--- src/rtl/mycpu_pkg.sv ---
// Shared types for the mycpu control unit: function-select codes, sequencer
// states, instruction classes and instruction field positions.
package mycpu_pkg;

    typedef enum logic [3:0] {
        MOVA   = 4'h0,
        INC    = 4'h1,
        FADD   = 4'h2,
        FADDC  = 4'h3,
        FADDNB = 4'h4,
        FSUB   = 4'h5,
        DEC    = 4'h6,
        FAND   = 4'h8,
        FOR    = 4'h9,
        FXOR   = 4'hA,
        FNOT   = 4'hB,
        MOVB   = 4'hC,
        SHR    = 4'hD,
        SHL    = 4'hE
    } fs_t;

    typedef enum logic [2:0] {
        S_IDLE   = 3'd0,
        S_FETCH  = 3'd1,
        S_DECODE = 3'd2,
        S_EXEC   = 3'd3,
        S_LOAD   = 3'd4,
        S_HALT   = 3'd5
    } state_t;

    typedef enum logic [2:0] {
        CL_ALU  = 3'b000,
        CL_ALUI = 3'b001,
        CL_LD   = 3'b010,
        CL_ST   = 3'b011,
        CL_BRZ  = 3'b100,
        CL_BRN  = 3'b101,
        CL_JMP  = 3'b110,
        CL_HALT = 3'b111
    } class_t;

    localparam int CLASS_MSB = 15;
    localparam int CLASS_LSB = 13;
    localparam int FS_MSB    = 12;
    localparam int FS_LSB    = 9;
    localparam int DR_MSB    = 8;
    localparam int DR_LSB    = 6;
    localparam int SA_MSB    = 5;
    localparam int SA_LSB    = 3;
    localparam int SB_MSB    = 2;
    localparam int SB_LSB    = 0;
    localparam int OFF_MSB   = 8;

    // Branch offset occupies [8:0]; widen to PC width keeping the sign.
    function automatic logic [15:0] sext_off9(input logic [15:0] ir);
        return {{(15 - OFF_MSB){ir[OFF_MSB]}}, ir[OFF_MSB:0]};
    endfunction

endpackage

--- src/rtl/cu_decode.sv ---
// Combinational instruction-field decode: drives datapath controls from the
// held instruction, only while the sequencer is in EXEC or LOAD.
module cu_decode
    import mycpu_pkg::*;
(
    input  logic [15:0] ir,
    input  state_t      state,
    output logic [3:0]  fs,
    output logic [2:0]  da,
    output logic [2:0]  aa,
    output logic [2:0]  ba,
    output logic        mb,
    output logic [15:0] const_val,
    output logic        md,
    output logic        rw,
    output logic        mw,
    output logic        dmem_rd
);

    class_t cls;
    assign cls = class_t'(ir[CLASS_MSB:CLASS_LSB]);

    always_comb begin
        fs        = MOVA;
        da        = 3'd0;
        aa        = 3'd0;
        ba        = 3'd0;
        mb        = 1'b0;
        const_val = 16'd0;
        md        = 1'b0;
        rw        = 1'b0;
        mw        = 1'b0;
        dmem_rd   = 1'b0;
        if (state == S_EXEC) begin
            case (cls)
                CL_ALU, CL_ALUI: begin
                    fs = ir[FS_MSB:FS_LSB];
                    da = ir[DR_MSB:DR_LSB];
                    aa = ir[SA_MSB:SA_LSB];
                    ba = ir[SB_MSB:SB_LSB];
                    rw = 1'b1;
                    if (cls == CL_ALUI) begin
                        mb        = 1'b1;
                        const_val = {13'd0, ir[SB_MSB:SB_LSB]};
                    end
                end
                CL_LD: begin
                    aa      = ir[SA_MSB:SA_LSB];
                    dmem_rd = 1'b1;
                end
                CL_ST: begin
                    aa = ir[SA_MSB:SA_LSB];
                    ba = ir[SB_MSB:SB_LSB];
                    mw = 1'b1;
                end
                default: ;
            endcase
        end else if (state == S_LOAD) begin
            // Second half of a load: write memory read data back to dr.
            da = ir[DR_MSB:DR_LSB];
            md = 1'b1;
            rw = 1'b1;
        end
    end

endmodule

--- src/rtl/cu_seq.sv ---
// Control-unit sequencer: FETCH/DECODE/EXEC(/LOAD) state machine holding the
// PC, instruction register and registered zero/negative flags.
module cu_seq
    import mycpu_pkg::*;
#(
    parameter logic [15:0] PC_RESET = 16'h0000
) (
    input  logic        clk,
    input  logic        rst_n,
    input  logic        start_in,
    output logic        imem_rd_out,
    output logic [15:0] imem_addr_out,
    input  logic [15:0] imem_data_in,
    input  logic        z_in,
    input  logic        n_in,
    output logic [3:0]  fs_out,
    output logic [2:0]  da_out,
    output logic [2:0]  aa_out,
    output logic [2:0]  ba_out,
    output logic        mb_out,
    output logic [15:0] const_out,
    output logic        md_out,
    output logic        rw_out,
    output logic        mw_out,
    output logic        dmem_rd_out,
    output logic [15:0] pc_out,
    output logic        busy_out,
    output logic        halted_out
);

    state_t      state_reg, state_next;
    logic [15:0] pc_reg, pc_next;
    logic [15:0] ir_reg;
    logic        zf_reg, nf_reg;
    logic        taken;
    class_t      cls;

    assign cls = class_t'(ir_reg[CLASS_MSB:CLASS_LSB]);

    always_comb begin
        taken = 1'b0;
        case (cls)
            CL_BRZ:  taken = zf_reg;
            CL_BRN:  taken = nf_reg;
            CL_JMP:  taken = 1'b1;
            default: taken = 1'b0;
        endcase
        // 16-bit adds wrap naturally, covering both 16'hFFFF+1 and negative offsets.
        pc_next = pc_reg + 16'd1 + (taken ? sext_off9(ir_reg) : 16'd0);
    end

    always_comb begin
        state_next = state_reg;
        case (state_reg)
            S_IDLE:   if (start_in) state_next = S_FETCH;
            S_FETCH:  state_next = S_DECODE;
            S_DECODE: state_next = S_EXEC;
            S_EXEC: begin
                case (cls)
                    CL_LD:   state_next = S_LOAD;
                    CL_HALT: state_next = S_HALT;
                    default: state_next = S_FETCH;
                endcase
            end
            S_LOAD:   state_next = S_FETCH;
            S_HALT:   state_next = S_HALT;
            default:  state_next = S_IDLE;
        endcase
    end

    always_ff @(posedge clk or negedge rst_n) begin
        if (!rst_n) begin
            state_reg <= S_IDLE;
            pc_reg    <= PC_RESET;
            ir_reg    <= 16'd0;
            zf_reg    <= 1'b0;
            nf_reg    <= 1'b0;
        end else begin
            state_reg <= state_next;
            // Memory returns the word one cycle after the FETCH strobe.
            if (state_reg == S_DECODE)
                ir_reg <= imem_data_in;
            if (state_reg == S_EXEC) begin
                pc_reg <= pc_next;
                if (cls == CL_ALU || cls == CL_ALUI) begin
                    zf_reg <= z_in;
                    nf_reg <= n_in;
                end
            end
        end
    end

    cu_decode u_decode (
        .ir        (ir_reg),
        .state     (state_reg),
        .fs        (fs_out),
        .da        (da_out),
        .aa        (aa_out),
        .ba        (ba_out),
        .mb        (mb_out),
        .const_val (const_out),
        .md        (md_out),
        .rw        (rw_out),
        .mw        (mw_out),
        .dmem_rd   (dmem_rd_out)
    );

    assign imem_rd_out   = (state_reg == S_FETCH);
    assign imem_addr_out = pc_reg;
    assign pc_out        = pc_reg;
    assign busy_out      = (state_reg == S_FETCH) || (state_reg == S_DECODE) ||
                           (state_reg == S_EXEC)  || (state_reg == S_LOAD);
    assign halted_out    = (state_reg == S_HALT);

endmodule

--- config.mk ---
export PLATFORM = sky130hd
export DESIGN_NAME = cu_seq
export DESIGN_NICKNAME = d
export VERILOG_FILES = /design/src/rtl/mycpu_pkg.sv /design/src/rtl/cu_decode.sv /design/src/rtl/cu_seq.sv
export SDC_FILE = /design/constraint.sdc
export NUM_CORES = 1
export LEC_CHECK = 0
export ABC_CLOCK_PERIOD_IN_PS = 4400
export BUFFER_PORTS_ARGS = -buffer_cell sky130_fd_sc_hd__buf_2
export CORE_MARGIN = 5
export CORE_UTILIZATION = 45
export CTS_BUF_LIST = sky130_fd_sc_hd__clkbuf_8
export DETAILED_ROUTE_END_ITERATION = 8
export PLACE_DENSITY = 0.73
export SETUP_SLACK_MARGIN = 0.2
export SYNTH_ARGS = -nofsm -noshare
export SYNTH_HDL_FRONTEND = slang
export SYNTH_SLANG_ARGS = --single-unit
--- constraint.sdc ---
create_clock -name clk -period 4.4 [get_ports clk]
set_input_delay 0 -clock clk [delete_from_list [all_inputs] [get_ports clk]]
set_output_delay 0 -clock clk [all_outputs]
set_load 0.02 [all_outputs]
After elaboration in Yosys (flattened, before gate mapping)
Cells that the tools add are included.
Widths: inputs -> output; s select.
{ "word_totals": {"regBits": 37, "output_inout_bits": 69, "word_cells": 58} }
{ "classes": {"n_addsub": 2, "eq_ne": 13, "n_mux": 28, "reduce_logical": 10} }
{ "op_table": {"columns": ["cell", "n"], "rows": [
  ["$mux 16", 3],
  ["$mux 3", 9],
  ["$eq 3x3->1 const B", 6],
  ["$pmux 3 s6", 1],
  ["$add 16x1->16 const B", 1],
  ["$add 16x16->16", 1],
  ["$eq 3x2->1 const B", 4],
  ["$mux 1", 11],
  ["$mux 4", 2],
  ["$eq 3x1->1 const B", 2],
  ["$logic_not 3->1", 2],
  ["$pmux 3 s2", 1],
  ["$logic_or 1x1->1", 4],
  ["$reduce_or 4->1", 1],
  ["$pmux 1 s3", 1],
  ["$reduce_or 3->1", 1],
  ["$ne 2x2->1 const B", 1],
  ["$reduce_and 2->1", 1],
  ["$reduce_or 2->1", 1]
]} }

Logic depth before layout (Yosys ltp)
{ "depth": {"ltp_word": 4, "depth_mapped": 13} }

Cells and area by module
A second synthesis with hierarchy kept.
{ "hier_totals": {"hier_cells": 275, "area_unflattened_um2": 2701.3} }
{ "modules_own_cells": {"columns": ["mod", "instances", "cells_per_inst", "area_each_um2", "seq_area_each_um2"], "rows": [
  ["cu_seq", 1, 225, 2321.0, 925.9],
  ["cu_decode", 1, 50, 380.4, 0.0]
]} }

Worst setup path before layout
No wires, ideal clock.
{ "synth_timing": {"path_type": "flip-flop to flip-flop", "from": "register ir_reg[13]", "to": "register pc_reg[11] (netlist: imem_addr_out[11])", "setup_time_ns": 0.069, "arrival_time_ns": 2.669, "path_slack_ns": 1.662, "path_stages_with_launch": 12, "path_buffers": 1, "period_less_slack_ns": 2.738, "path_cell_list": "dfrtp_1 > buf_2 > o21bai_1 > a21oi_1 > and2_1 > ha_1 > a21o_1 > or3_4 > o211ai_2 > a21boi_2 > or4_1 > nand3_1"} }
{ "synth_between": {"elab_chain_len": 4, "elab_cells_between_ends": 6, "cone_classes": "1 x add/sub; 3 x eq/ne; 2 x mux"} }
{ "synth_rtl": {"columns": ["element", "line_no", "source"], "rows": [
  ["from (decl)", "cu_seq.sv:33", "logic [15:0] ir_reg;"],
  ["from (signal assigned)", "cu_seq.sv:82", "ir_reg <= imem_data_in;"],
  ["$eq 3x3->1", "cu_seq.sv:42", "case (cls)"],
  ["$pmux 1 s3 *", "cu_seq.sv:42", null],
  ["$mux 16 *", "cu_seq.sv:49", "pc_next = pc_reg + 16'd1 + (taken ? sext_off9(ir_reg) : 16'd0);"],
  ["$add 16x16->16 *", "cu_seq.sv:49", null],
  ["to (signal assigned)", "cu_seq.sv:84", "pc_reg <= pc_next;"],
  ["to (decl)", "cu_seq.sv:32", "logic [15:0] pc_reg, pc_next;"]
]} }
Every way passes the cells marked *; elsewhere a longest branch is shown, timed or not.
A chain may end at the register's enable or synchronous reset.

Worst setup path after layout
Ends and elaborated chain as after synthesis.

==> metrics.sh <==
INITIAL_ANTENNA_VIOLATION_COUNT=0
WORST_PIN_SLEW_PS=1020
YOSYS_MOST_USED_DFF='sky130_fd_sc_hd__dfrtp_1'
DETAIL-ROUTE-ANTENNA-NETS=0
ARRIVAL_TIME_AT_THE_WORST_ENDPOINT_PS=3200
TIMING.CRITICAL_PATH.REQUIRED_PS=4630
RR_WORST_DEPTH=10
CRITICAL_PATH.ENDPOINT_TYPE='flip-flop'
FINALCLOCKSKEW_PS=13.8
MIN_PERIOD_OVER_PERIOD=0.675
MAXIMUM_COUNT_OF_CLOCK_BUFFERS_ALONG_A_SINGLE_PATH=2
SEQCELLAREA_UM2=926
DRT_ITER0_DRC=82
WL_PER_CELL_UM=13.9
TYPE_OF_ELEMENT_LAUNCHING_THE_CRITICAL_PATH='flip-flop'
CTS_BUFFERS=5
LAYOUT.NETS=394
POSTCTSSETUPBUFFERS=0
DRC_ERRORS=0
GLOBALROUTEOVERFLOWTOTAL=0
TRITONCTS='yes'
GRT_PASS1_WL_UM=10100
SYN-CELL-AREA_UM2=2610
CORE_AREA_UM2=5570
AREA_POST_PLACEMENT_UM2=2890
POWER-PER-CELL-AREA_nW_PER_UM2=680
PLACEMENTROWS=27
POSTSYNTHREGISTERBITS=37
SYNTH_TOP_AREA_FRAC=0.354
NFILLCELLS=501
ANTENNA_CELLS=0
POST_ROUTE_CELLS_DRIVE_ABOVE_1_SHARE=0.289
HTREE_LEVELS=2
LAYOUT.CORE_UTILIZATION=0.569
VDD_IR_DROP_MAX_uV=330
SYNTH_AREA_LEADER_CELL='sky130_fd_sc_hd__dfrtp_1'
CLOCK_INSERTION_DELAY_WORST_SKEW_PS=290
YOSYSSEQAREASHARE=0.354
AREA_DELTA_SYNTH_FINAL_PCT=21.4
LIBRARY_CELLS_USED_BY_SYNTHESIS=52
FMAX_GHz=0.337
TIMING.CRITICAL_PATH.FANOUT_MAX=10
ROUTABILITYCONGESTION=0.870
SYNTH_AREA_PER_CELL_UM2=9.37
DIE-AREA_UM2=7430
NUMBER_OF_GLOBAL_ROUTE_VIAS_BEFORE_REPAIR=2143
DRT-PASS1-ITER-COUNT=4
SYNTH_ENABLE_FLOP_CELLS=0
GRT_MAX_DEGREE=43
TIMING.MAX_CAP.VIOLATIONS=0
WORST_SETUP_HOLD_PATH_CLK_SLEW_PS=80
HOLD_VIOLATIONS=0
TIMING.FINAL.CRIT_PERIOD_PS=2970
POST_CTS.RESIZED_INSTANCES=0
GROUTE.USAGE.OVERALL=0.167
SYNTH_CELLS=279
MIN_DELAY_PATH_DEPTH=3
DETAILEDPLACE.WORSTSLACK_PS=1450
NUMPORTBUFFERS=76
FINALWIRELENGTH_UM=5960
IOPINCOUNT=90
FIN_AREA_UM2=3170
CELLLEAKAGEPOWER_uW=0.00161
TOTALNEGATIVESETUPSLACK_PS=0
SYNTH-ASYNC-RESET-RATIO=1.00
VIA_COUNT=2225
DIEHEIGHT_UM=86.2
START_UTIL=0.469
DP_HPWL_UM=4410
HOLD_PATH.CLASS='primary input to flip-flop'
FIN_WORST_HOLD_SLACK_PS=73.0
SYNTHTOPCELLSBYAREA='sky130_fd_sc_hd__dfrtp_1 35%, sky130_fd_sc_hd__buf_4 8.3%, sky130_fd_sc_hd__ha_1 7.2%'
POSTCTSHOLDBUFS=19
SYNTH_TOP_CELLS_BY_COUNT='37 x sky130_fd_sc_hd__dfrtp_1, 29 x sky130_fd_sc_hd__buf_4, 22 x sky130_fd_sc_hd__and2_1'
ROOT_BUFFER='sky130_fd_sc_hd__clkbuf_8'
FINALSETUPVIOLCOUNT=0
VIA_DENSITY_PER_INSTANCE=5.19
SYNTH.YOSYS.WARNINGS=0
OUTCOME='finished clean'
DIE_W_UM=86.2
CRIT_TYPE='flip-flop to flip-flop'
LAYOUT_SETUP_WS_PS=1430
SETUP_REPAIR_AFTER_GLOBAL_ROUTING_MISSED_ITS_MARGIN='false'
CLOCK-SINKS=37
MAXSLEWVIOLCOUNT=0
SLEW_HEADROOM=0.318
POST-SYNTH-TOP-COUNT-CELL='sky130_fd_sc_hd__dfrtp_1'
MULTI_INPUT_COMB_AREA_UM2=1450
==> where the power goes <==
| group | internal [uW] | switching (uW) | leakage [uW] |
|---|---|---|---|
| clock | 124 | 120 | 0.0000433 |
| combinational | 506 | 751 | 0.00111 |
| sequential | 502 | 156 | 0.000454 |
| total | 1130 | 1030 | 0.00161 |
==> kinds of logic (layout without fill, tap and decap cells) <==
logic type,after synthesis,count (layout),share of synthesized area
buffers and inverters,47,113,0.111
other,1,13,0.00143
adder cells (fa/ha/maj),16,16,0.0795
AND/OR/NAND/NOR,90,90,0.191
multiplexers,17,17,0.0728
flip-flops,37,37,0.354
XOR/XNOR,11,11,0.0369
AO/OA/AOI/OAI,60,60,0.154
==> per-stage QoR <==
step           total power (uW)  instances
2_1_floorplan              1650        291
3_3_place_gp               1890        403
3_5_place_dp               1920        403
4_1_cts                    2180        429
5_1_grt                    2360        429
6_report                   2160        429
==> final timing paths <==
kind,startpoint,end,slack (ps)
min in group asynchronous,rst_n,imem_addr_out[7],340
hold / removal,start_in,state_reg[0],70
hold reg to reg,imem_addr_out[15],imem_addr_out[15],490
max in group asynchronous,rst_n,imem_addr_out[15],3510
setup reg to reg,ir_reg[13],imem_addr_out[11],1430
setup / recovery,ir_reg[13],imem_addr_out[11],1430
==> layer usage <==
metal | global-route usage | up-vias | part of all wire
li1 | - | 1105 | -
met1 | 0.214 | 1034 | 0.44
met2 | 0.279 | 78 | 0.48
met3 | 0.0437 | 8 | 0.068
met4 | 0.0439 | 0 | 0.012
met5 | 0 | - | 0
==> critical path: stages (launching register included) <==
cell                       delay [ps]
sky130_fd_sc_hd__dfrtp_1          470
sky130_fd_sc_hd__o21bai_1         210
sky130_fd_sc_hd__a21oi_1          360
sky130_fd_sc_hd__and2_1           200
sky130_fd_sc_hd__ha_1             270
sky130_fd_sc_hd__a21o_1           200
sky130_fd_sc_hd__or3_4            340
sky130_fd_sc_hd__o211ai_2         210
sky130_fd_sc_hd__a21boi_2         100
sky130_fd_sc_hd__or4_1            470
sky130_fd_sc_hd__nand3_1           90
==> cells in the final DEF (no fill, tap or decap), types with 10 or more instances in the layout <==
cell,instances
sky130_fd_sc_hd__conb_1,13
sky130_fd_sc_hd__and2_1,22
sky130_fd_sc_hd__nor3_1,10
sky130_fd_sc_hd__dfrtp_1,37
sky130_fd_sc_hd__a21oi_1,11
sky130_fd_sc_hd__buf_2,76
sky130_fd_sc_hd__ha_1,15
sky130_fd_sc_hd__o21ai_1,10
sky130_fd_sc_hd__nand2_1,21
sky130_fd_sc_hd__dlygate4sd3_1,19
==> final cells by class <==
type	instances	share of cell area
tap	72	0.0284
inverter	9	0.0106
clock buffer	6	0.0260
multi-input combinational	207	0.456
timing repair buffer	97	0.184
clock inverter	1	0.00237
sequential	37	0.292
No activity file was read; power rests on OpenSTA's default activity.
